<file path="config.mk">
export PLATFORM = sky130hd
export DESIGN_NAME = emu_time_sched
export DESIGN_NICKNAME = d
export VERILOG_FILES = /design/src/rtl/emu_sched_pkg.sv /design/src/rtl/dt_min_tree.sv /design/src/rtl/emu_time_sched.sv
export SDC_FILE = /design/constraint.sdc
export NUM_CORES = 1
export LEC_CHECK = 0
export CAP_MARGIN = 20
export CORE_UTILIZATION = 50
export CTS_BUF_LIST = sky130_fd_sc_hd__clkbuf_4 sky130_fd_sc_hd__clkbuf_8 sky130_fd_sc_hd__clkbuf_16
export DETAILED_ROUTE_END_ITERATION = 6
export PLACE_DENSITY = 0.76
export SETUP_SLACK_MARGIN = 0.15
export SLEW_MARGIN = 40
export SYNTH_ARGS = -nofsm -noshare
export SYNTH_HDL_FRONTEND = slang
export SYNTH_SLANG_ARGS = --single-unit
</file>
<file path="constraint.sdc">
create_clock -name __emu_clk -period 21.7 [get_ports __emu_clk]
set_clock_uncertainty 0.15 [all_clocks]
set_input_delay 4.34 -clock __emu_clk [delete_from_list [all_inputs] [get_ports __emu_clk]]
set_output_delay 4.34 -clock __emu_clk [all_outputs]
set_load 0.03 [all_outputs]
</file>
<file path="src/rtl/emu_sched_pkg.sv">
// emu_sched_pkg: shared state/opcode types and dt saturation limit for the emulation time-step scheduler
package emu_sched_pkg;
  typedef enum logic [1:0] {ST_IDLE, ST_RUN, ST_STEP, ST_UNTIL} sched_state_t;
  typedef enum logic [1:0] {OP_PAUSE, OP_RUN, OP_STEP_N, OP_RUN_UNTIL} sched_op_t;
  function automatic logic [63:0] dt_max(input int width);
    return (64'd1 << (width - 1)) - 64'd1;
  endfunction
endpackage

</file>
<file path="src/rtl/dt_min_tree.sv">
// dt_min_tree: masked signed-min of dt requests; negatives clamp to 0 and raise neg
module dt_min_tree import emu_sched_pkg::*; #(
  parameter int N_REQ = 4,
  parameter int DT_WIDTH = 27
) (
  input  logic [N_REQ*DT_WIDTH-1:0] dt_req,
  input  logic [N_REQ-1:0]          req_en,
  output logic signed [DT_WIDTH-1:0] min_req,
  output logic                       neg
);
  localparam logic signed [DT_WIDTH-1:0] DMAX = DT_WIDTH'(dt_max(DT_WIDTH));
  always_comb begin
    logic signed [DT_WIDTH-1:0] v;
    min_req = DMAX;
    neg = 1'b0;
    for (int i = 0; i < N_REQ; i++) begin
      v = dt_req[i*DT_WIDTH +: DT_WIDTH];
      neg = neg | (req_en[i] & v[DT_WIDTH-1]);
      v = v[DT_WIDTH-1] ? '0 : v;
      if (req_en[i] && v < min_req) min_req = v;
    end
  end
endmodule

</file>
<file path="src/rtl/emu_time_sched.sv">
// emu_time_sched: issues the common emulator dt each cycle, accumulates emulated time,
// and runs the host pause/run/step-N/run-until command FSM
module emu_time_sched import emu_sched_pkg::*; #(
  parameter int N_REQ = 4,
  parameter int DT_WIDTH = 27,
  parameter int TIME_WIDTH = 64
) (
  input  logic                         __emu_clk,
  input  logic                         __emu_rst_n,
  input  logic [N_REQ*DT_WIDTH-1:0]    dt_req,
  input  logic [N_REQ-1:0]             req_en,
  input  logic                         cmd_valid,
  output logic                         cmd_ready,
  input  logic [1:0]                   cmd_op,
  input  logic [TIME_WIDTH-1:0]        cmd_arg,
  output logic signed [DT_WIDTH-1:0]   dt,
  output logic [TIME_WIDTH-1:0]        emu_time,
  output logic                         stalled,
  output logic                         done,
  output logic                         err_neg
);
  localparam logic [DT_WIDTH-1:0] DMAX = DT_WIDTH'(dt_max(DT_WIDTH));
  sched_state_t state;
  logic [TIME_WIDTH-1:0] step_cnt, target, diff, time_nx;
  logic [DT_WIDTH-1:0] clamp;
  logic signed [DT_WIDTH-1:0] min_req;
  logic neg;
  dt_min_tree #(.N_REQ(N_REQ), .DT_WIDTH(DT_WIDTH)) u_min (
    .dt_req(dt_req), .req_en(req_en), .min_req(min_req), .neg(neg)
  );
  // remaining distance to target, saturated so it fits a dt word
  always_comb begin
    diff = target - emu_time;
    clamp = diff > TIME_WIDTH'(DMAX) ? DMAX : diff[DT_WIDTH-1:0];
    dt = state == ST_IDLE ? '0 :
         (state == ST_UNTIL && $signed(clamp) < min_req) ? $signed(clamp) : min_req;
    time_nx = emu_time + TIME_WIDTH'($unsigned(dt));
  end
  assign stalled = state == ST_IDLE;
  assign cmd_ready = 1'b1;
  always_ff @(posedge __emu_clk or negedge __emu_rst_n) begin
    if (!__emu_rst_n) begin
      state <= ST_IDLE;
      emu_time <= '0;
      step_cnt <= '0;
      target <= '0;
      done <= 1'b0;
      err_neg <= 1'b0;
    end else begin
      emu_time <= time_nx;
      err_neg <= err_neg | neg;
      done <= 1'b0;
      if (cmd_valid) begin
        case (sched_op_t'(cmd_op))
          OP_PAUSE: state <= ST_IDLE;
          OP_RUN: state <= ST_RUN;
          OP_STEP_N: begin
            step_cnt <= cmd_arg;
            state <= cmd_arg == '0 ? ST_IDLE : ST_STEP;
            done <= cmd_arg == '0;
          end
          OP_RUN_UNTIL: begin
            target <= cmd_arg;
            state <= cmd_arg <= emu_time ? ST_IDLE : ST_UNTIL;
            done <= cmd_arg <= emu_time;
          end
        endcase
      end else if (state == ST_STEP) begin
        step_cnt <= step_cnt - 1'b1;
        if (step_cnt == TIME_WIDTH'(1)) begin
          state <= ST_IDLE;
          done <= 1'b1;
        end
      end else if (state == ST_UNTIL && time_nx == target) begin
        state <= ST_IDLE;
        done <= 1'b1;
      end
    end
  end
endmodule

</file>
### Word level (Yosys, flattened, before mapping)

Cells that the tools add are included.

* register bits after elaboration: 196
* input bits: 181
* output and inout bits: 95
* logic and storage cells: 73

* eq/ne operators: 9
* $lt $le $gt $ge: 7
* bitwise gates (word level): 8
* muxes and demuxes: 26
* reduce and logical (&&, ||, !) cells: 14
* add/subtract/negate cells: 3

Operators by type and width (count)
* 64-bit 2-to-1 mux: 3
* 27-bit 2-to-1 mux: 6
* 26-bit 2-to-1 mux: 5
* 27-bit < comparator: 4
* 64-bit by 27-bit adder with 64-bit output: 1
* 64-bit by 1-bit == test with 1-bit output, second input constant: 1
* 64-bit == test: 1
* 64-bit by 26-bit greater-than comparator with 1-bit output, second input constant: 1
* 64-bit less-or-equal comparator: 1
* 64-bit zero test: 1
* 64-bit by 1-bit subtractor with 64-bit output, second input constant: 1
* 64-bit subtractor: 1
* 27-bit < comparator, second input constant: 1
* 2-bit 2-to-1 mux: 6
* 2-bit == test, second input constant: 4
* 2-bit case mux with 4 select lines: 1
* 1-bit logical AND: 6
* 2-bit AND reduction: 3
* 1-bit AND: 4
* 2-bit zero test: 2
* 1-bit 2-to-1 mux: 4
* 1-bit bitwise OR: 4
* 3-bit by 2-bit inequality test with 1-bit output, second input constant: 1
* 3-bit nonzero test: 1
* other kinds (4): 4

### Depth between registers and ports, before layout

* word-level depth: 23
* depth in mapped cells: 75
* gate-level depth less buffers: 67

### By module

From an unflattened synthesis, not the netlist that was laid out.

* cells, all modules: 3332
* area, all modules: 25289.3 µm²

By module, submodules not included
* emu_time_sched: instances 1, sequential area each 4904.7 µm², cells each 2685, area each 21115.3 µm²
* dt_min_tree: instances 1, sequential area each 0.0 µm², cells each 647, area each 4174.0 µm²

### Least setup slack after synthesis

Ideal clock, no wire load.

* path kind: input to output
* start: input port dt_req[12]
* end: output port dt[1]
* stages: 56
* path buffers: 9
* arrival: 14961 ps
* required time: 17210 ps
* path slack: 2249 ps
* cell sequence: nand4_1 -> or4_4 -> o21ai_4 -> clkbuf_1 -> a21oi_1 -> ha_1 -> nand3_1 -> a41oi_1 -> o2111ai_1 -> a211o_1 -> a211o_1 -> buf_2 -> nand2_2 -> clkbuf_1 -> clkbuf_1 -> o21ai_0 -> ha_1 -> and3_1 -> [... 20 more ...] -> buf_1 -> clkbuf_1 -> nand2_1 -> a21oi_1 -> ha_1 -> a21o_1 -> a21o_1 -> a21oi_1 -> o21ai_0 -> a21oi_1 -> nor2_1 -> a211oi_1 -> nor2_1 -> a2111oi_0 -> o21a_1 -> clkbuf_1 -> nand3_1 -> a21oi_1

* longest elaborated chain between the ends: 17

Ends and longest elaborated chain
* start, declared: RTL line emu_time_sched.sv:10 `input logic [N_REQ*DT_WIDTH-1:0] dt_req,`
* 26-bit 2-to-1 mux *: RTL line dt_min_tree.sv:19 `v = v[DT_WIDTH-1] ? '0 : v;`
* 27-bit < comparator: RTL line dt_min_tree.sv:20 `if (req_en[i] && v < min_req) min_req = v;`
* 1-bit logical AND: RTL line dt_min_tree.sv:20
* 26-bit 2-to-1 mux *: RTL line dt_min_tree.sv:20
* 27-bit < comparator: RTL line dt_min_tree.sv:20
* 1-bit logical AND: RTL line dt_min_tree.sv:20
* 27-bit 2-to-1 mux *: RTL line dt_min_tree.sv:20
* 27-bit < comparator: RTL line dt_min_tree.sv:20
* 1-bit logical AND: RTL line dt_min_tree.sv:20
* 27-bit 2-to-1 mux *: RTL line dt_min_tree.sv:20
* 27-bit < comparator: RTL line dt_min_tree.sv:20
* 1-bit logical AND: RTL line dt_min_tree.sv:20
* 27-bit 2-to-1 mux *: RTL line dt_min_tree.sv:20
* 27-bit < comparator: RTL line emu_time_sched.sv:36 `(state == ST_UNTIL && $signed(clamp) < min_req) ? $signed(clamp) : min_req;`
* 1-bit logical AND: RTL line emu_time_sched.sv:36
* 27-bit 2-to-1 mux *: RTL line emu_time_sched.sv:36
* 27-bit 2-to-1 mux *: RTL line emu_time_sched.sv:35 `dt = state == ST_IDLE ? '0 :`
* end, declared: RTL line emu_time_sched.sv:16 `output logic signed [DT_WIDTH-1:0] dt,`

Mark *: on every way between the ends. The rest lies on a longest branch, timed or not.

### Worst setup path in the final report

* start: input port dt_req[12]
* end: output port dt[23]

The elaborated chain is that of the path after synthesis.

==> impl_metrics.py <==
metrics = {
    "power_and_ir_drop": {
        "power.switching_mw": 1.393,
        "power_frac_seq_pct": 20.9,
        "leakage_nw": 11.61,
        "p_sw_share_pct": 51.37,
        "p_per_area_nw_per_um2": 98.93,
        "power_frac_comb_pct": 66.9,
        "vdd_drop_max_mv": 0.07820,
        "p_total_mw": 2.711,
        "p_clk_share_pct": 12.2,
        "p_int_mw": 1.319,
    },
    "clock_tree": {
        "clock_latency_ns": 0.51,
        "clk_path_buf_depth": 2,
        "cts_root_buf": "clkbuf_16",
        "cts_buffers": 17,
        "cts_hold_buf": 0,
        "clock_sinks": 196,
        "clk_pin_slew_ns": 0.08,
        "cts_tree": "done",
        "htreeDepth": 4,
    },
    "setup_path": {
        "cpPeakStageDelay_ns": 0.58,
        "slowest_stage": "or4_4",
        "cp_common_cell": "a21oi_1",
        "start_kind": "input port",
        "critPathKind": "input port to primary output",
        "critical_path_required_ns": 17.21,
        "end_kind": "primary output",
        "cp.arrival_ns": 16.19,
        "cp_max_fo": 18,
    },
    "die": {
        "floorplan.io_pins": 276,
        "core-area_um2": 45280,
        "die-area_um2": 46760,
        "fp.dieH_um": 216.2,
        "die_w_um": 216.2,
        "num_rows": 78,
        "initial_utilization_pct": 50.67,
    },
    "placement": {
        "place_ws_ns": 0.03234,
        "hpwl_um": 74890,
        "gp_congestion": 1.007,
        "post_dp_cell_area_um2": 26550,
        "portBuffers": 273,
    },
    "run_status": {
        "status": "finished clean",
    },
    "synthesis": {
        "async_flop_share_pct": 100.0,
        "ys_warn_count": 0,
        "yosys.area.top_type": "dfrtp_1",
        "seq_area_frac_synth_pct": 21.37,
        "synthCells": 2886,
        "synth_seq_cells": 196,
        "ys.flop_type": "dfrtp_1",
        "synth.avg_cell_area_um2": 7.951,
        "yosys-top-cells-area": "dfrtp_1, ha_1, a21oi_1, mux2_2, xnor2_1",
        "yosysTopAreaCellShare_pct": 21.37,
        "synth_enable_flop_cells": 0,
        "synth_cell_type_count": 108,
        "synthesis.area_um2": 22950,
    },
    "sta": {
        "hold_violations": 0,
        "slew_headroom_pct": 36.31,
        "tns_ns": 0,
        "fin_crit_sh_pct": 95.32,
        "rsz0062_at_grt": "no",
        "hold-worst-slack_ns": 0.3787,
        "setup_slack_ns": 1.016,
        "period_needed_ns": 20.68,
        "setup_viol": 0,
        "drv_slew": 0,
        "worst_pin_slew_ns": 0.9480,
        "max_freq_mhz": 48.35,
    },
    "detailed_routing": {
        "firstDrtPassIters": 6,
        "vias": 24790,
        "drc": 0,
        "routedWlPerCell_um": 24.94,
        "drtAntennaViolNets": 0,
        "wirelength_um": 92750,
        "drt_iter0_markers": 3056,
        "avgViaCountPerCell": 6.667,
    },
    "layout": {
        "nets": 3520,
        "fin_area_um2": 27410,
        "area_growth_pct": 19.44,
        "drive_gt1_share_pct": 9.435,
        "fillers": 4069,
    },
    "grt": {
        "grt_usage_pct": 38.73,
        "grt_pass1_wl_um": 138900,
        "grt_pass1_vias": 23110,
        "grt_max_degree": 101,
        "overflow": 0,
        "antenna_found_initial": 5,
    },
    "worst_hold_path": {
        "hp-class": "flip-flop to flip-flop",
    },
    "run": {
        "max_cap_viol_count": 0,
    },
}
layout by cell type (no fill, tap or decap), types with 49 or more instances in the layout:
cell type | netlist | routed
nand4_1 | 61 | 61
dfrtp_1 | 196 | 196
nor2_1 | 190 | 188
a21o_1 | 105 | 105
xnor2_1 | 107 | 107
clkdlybuf4s50_1 | 0 | 245
nand3_1 | 134 | 133
nand2b_1 | 60 | 60
o22ai_1 | 73 | 73
nand2_1 | 236 | 235
ha_1 | 234 | 234
o21ai_0 | 124 | 123
nor4_1 | 52 | 50
nor3_1 | 90 | 89
mux2_2 | 85 | 85
a21oi_1 | 238 | 224
inv_1 | 134 | 134
buf_4 | 7 | 49
nor2b_1 | 93 | 93
state kept, by name, indices dropped and copies added (netlist names):
name	count
done	1
err_neg	1
target	64
state	2
emu_time	64
step_cnt	64
cells by family after synthesis:
group	synth area share, %
AND/OR/NAND/NOR	23.23
AO/OA/AOI/OAI	25.82
buffers and inverters	4.635
adder cells (fa/ha/maj)	12.98
flip-flops	21.37
XOR/XNOR	6.407
multiplexers	5.523
other	0.03273
layout make-up:
cell class                      instances  area (um^2)  area share (%)
Tap cell                              600        750.7           2.739
Inverter                              136        510.5           1.863
Clock buffer                           20        454.2           1.657
Clock inverter                         12        116.4          0.4246
Timing Repair Buffer                  328         3461           12.63
Antenna cell                            3        7.507         0.02739
Multi-Input combinational cell       2424        17200           62.77
Sequential cell                       196         4905           17.90
cell usage after synthesis, drive strengths merged, types with 8 or more instances:
master,number
a2111oi,16
a211o,10
a211oi,29
a21o,105
a21oi,241
a221oi,24
a31oi,31
and2,17
and3,22
buf,30
clkbuf,101
dfrtp,196
ha,234
inv,135
mux2,85
mux2i,31
nand2,237
nand2b,60
nand3,134
nand3b,8
nand4,61
nor2,192
nor2b,93
nor3,91
nor4,52
nor4b,11
o2111ai,9
o211ai,42
o21a,32
o21ai,137
o21bai,19
o22ai,73
o311ai,10
o31ai,13
or2,10
or3,18
or4,12
xnor2,107
xnor3,12
xor2,30
worst paths after layout:
| path | from | to | slack [ns] | cells past startpoint |
|---|---|---|---|---|
| max | dt_req[12] | dt[23] | 1.02 | 54 |
| min | emu_time[60]$_DFF_PN0_ | emu_time[60]$_DFF_PN0_ | 0.38 | 1 |
| max reg2reg | emu_time[0]$_DFF_PN0_ | state[1]$_DFFE_PN0P_ | 7.72 | 50 |
| min reg2reg | emu_time[60]$_DFF_PN0_ | emu_time[60]$_DFF_PN0_ | 0.38 | 1 |
| max in group asynchronous | __emu_rst_n | emu_time[33]$_DFF_PN0_ | 16.63 | 4 |
| min in group asynchronous | __emu_rst_n | step_cnt[51]$_DFFE_PN0P_ | 3.61 | 1 |
critical path, delay by kind of cell:
family	cells	cell delay, ns
AO/OA/AOI/OAI	25	5.57
adder cells (fa/ha/maj)	4	1.24
buffers and inverters	6	1.66
multiplexers	2	0.44
AND/OR/NAND/NOR	17	2.90
power by group through the flow:
stage	logic (mW)	clock network, mW	registers [mW]
final	1.81	0.331	0.568
after floorplan	1.11	0	0.584
after detailed placement	1.74	0	0.568
after global routing	1.93	0.347	0.572
after global placement	1.72	0	0.563
after CTS	1.75	0.334	0.561
layer usage:
| layer | vias to the layer above | GRT usage (%) | part of all wire (%) |
|---|---|---|---|
| met5 | - | 0 | 0.025 |
| met4 | 4 | 12.63 | 3.1 |
| met3 | 184 | 10.69 | 10 |
| met2 | 1354 | 57.71 | 43 |
| met1 | 12000 | 53.77 | 44 |
| li1 | 11250 | - | - |
what timing repair did:
action                     in CTS  in global routing
setup buffers                   0                  6
setup endpoints to repair       0                 29
gates resized for setup         0                 33
through the flow:
step / cells / utilization, %
after floorplan: 2887 / -
after global placement: 3676 / 58.62
after detailed placement: 3676 / 58.63
after CTS: 3708 / 59.89
after global routing: 3716 / 60.51
final: 3719 / 60.52
Note: power is estimated with default switching activity, not from simulation.
==> edit: new RTL, same settings <==
`DT_WIDTH` is set to 27 in 2 places; all go to 54.
--- a/src/rtl/dt_min_tree.sv
+++ b/src/rtl/dt_min_tree.sv
@@ -1,7 +1,7 @@
 // dt_min_tree: masked signed-min of dt requests; negatives clamp to 0 and raise neg
 module dt_min_tree import emu_sched_pkg::*; #(
   parameter int N_REQ = 4,
-  parameter int DT_WIDTH = 27
+  parameter int DT_WIDTH = 54
 ) (
   input  logic [N_REQ*DT_WIDTH-1:0] dt_req,
   input  logic [N_REQ-1:0]          req_en,
--- a/src/rtl/emu_time_sched.sv
+++ b/src/rtl/emu_time_sched.sv
@@ -2,7 +2,7 @@
 // and runs the host pause/run/step-N/run-until command FSM
 module emu_time_sched import emu_sched_pkg::*; #(
   parameter int N_REQ = 4,
-  parameter int DT_WIDTH = 27,
+  parameter int DT_WIDTH = 54,
   parameter int TIME_WIDTH = 64
 ) (
   input  logic                         __emu_clk,
Interface: changed (resized dt and dt_req); port bits go from 276 to 411. No check against the original RTL was run, so the function may have changed too.
==> edit against the original RTL <==
  * The flow now finishes with violations (DRC)
  * Cell count increased by 41%
  * Count of clock-buffer cells in the layout is 3 lower
  * Fmax fell by 4.1%
  * Design area grew 42%
  * Global-route usage is 3.0 points higher
  * Wire length is 31% higher
  * Synthesized cell count up 23%
  * Synthesized area up 21%
  * Setup slack worse by 0.88 ns
  * Die area increased by 21%
  * Sequential cell count did not move
  * Critical endpoint is now dt[25]
Power is not compared: it rests on default switching activity, and its combinational part moved more than twofold at a synthesized area within 25%.
==> edit: results (changes against the original RTL) <==
status: "finished, violations left"
violations: "DRC"
reg2reg_depth: 39  # -22%
viasPerCell: 6.17  # -7.4%
hpwl_mm: 99.6  # +33%
ys_seq_area_frac: 0.176  # -0.0373
antenna_found_initial: 4  # -1
n_fill_cell: 4530  # +11%
drc: 6  # +6
r2r_setup_slack_ns: 8.42  # +0.70 ns
drive_gt1_frac: 0.213  # +0.119
yosys.cell_types.count: 95  # -12%
worstPathMaxFanout: 19  # +1
timing.rr.end: "state[0]$_DFFE_PN0P_"
max_stage_delay_ns: 0.54  # -0.04 ns
final_nets: 5145  # +46%
diodes: 0  # -3
clock_latency_ns: 0.48  # -0.03 ns
crit_arrival_ns: 17.07  # +0.88 ns
synthTopCellsByArea: "dfrtp_1, ha_1, a21oi_1"
endpoint: "dt[25]"
yosys-top-cells-count: "ha_1, a21oi_1, nand2_1"
grt_max_degree: 106  # +5.0%
hold_path_end: "target[0]$_DFFE_PN0P_"
slew_headroom: 0.385  # +0.0217
grt_pass1_wl_mm: 182  # +31%
cpLargestDelayFamily: "simple AND/OR/NAND/NOR gates"
timing.hold.ws_ns: 0.393  # +0.0139 ns
rr_startpoint: "emu_time[16]$_DFF_PN0_"
gp_congestion: 1.04  # +3.4%
drtIter0Drc: 2895  # -5.3%
first_pass_iters: 7  # +1
hp-start: "target[0]$_DFFE_PN0P_"
placed_area_sq_um: 36900  # +39%
-- edit: cell types whose count changed in the layout (fill, tap and decap cells not counted), sizes merged, moves of 40 or more --
cell           delta
buf             +613
ha              +144
inv             +100
clkdlybuf4s50    +93
mux2i            +93
a21oi            +75
o21ai            +66
nand2            +59
a221oi           +49
nand4            +44
nor2b            +44
nand3            -40
-- edit: stage by stage --
stage | cells | setup slack, ns
2_1_floorplan | 3563 | 0.475
3_3_place_gp | 5185 | -0.230
3_5_place_dp | 5185 | -0.422
4_1_cts | 5218 | 0.131
5_1_grt | 5237 | -0.106
6_report | 5237 | 0.136
-- edit: layout make-up --
type / count / area [sq um] / share of cell area
repair buffers: 1050 / 9080 / 0.234
flip-flops and latches: 196 / 4900 / 0.126
clock inverters: 15 / 186 / 0.00480
well taps: 748 / 936 / 0.0241
clock buffers: 17 / 425 / 0.0110
inverters: 236 / 887 / 0.0228
multi-input cells: 2975 / 22400 / 0.577
-- edit: kinds of logic after synthesis --
| logic type | after synthesis | synth area share |
|---|---|---|
| fa+ha+maj | 380 | 0.172 |
| mux | 193 | 0.0726 |
| compound gates | 1046 | 0.244 |
| other cells | 2 | 0.000270 |
| buf+inv | 392 | 0.0542 |
| flops | 196 | 0.176 |
| simple gates | 1163 | 0.215 |
| xor+xnor | 190 | 0.0660 |
-- edit: what timing repair did --
| item | 4_1_cts | 5_1_grt |
|---|---|---|
| setup buffers | 1 | 16 |
| pin swaps | 1 | 32 |
| resized for setup | 74 | 144 |
| endpoints found under the setup margin | 53 | 56 |
| gates cloned | 0 | 3 |
| hold buffers | 0 | 0 |
-- edit: metal layers --
layer,up-vias,part of all wire,track usage
li1,15100,-,-
met4,6,0.065,0.249
met1,15300,0.40,0.521
met5,-,0.00038,0
met3,367,0.089,0.0751
met2,1614,0.45,0.671
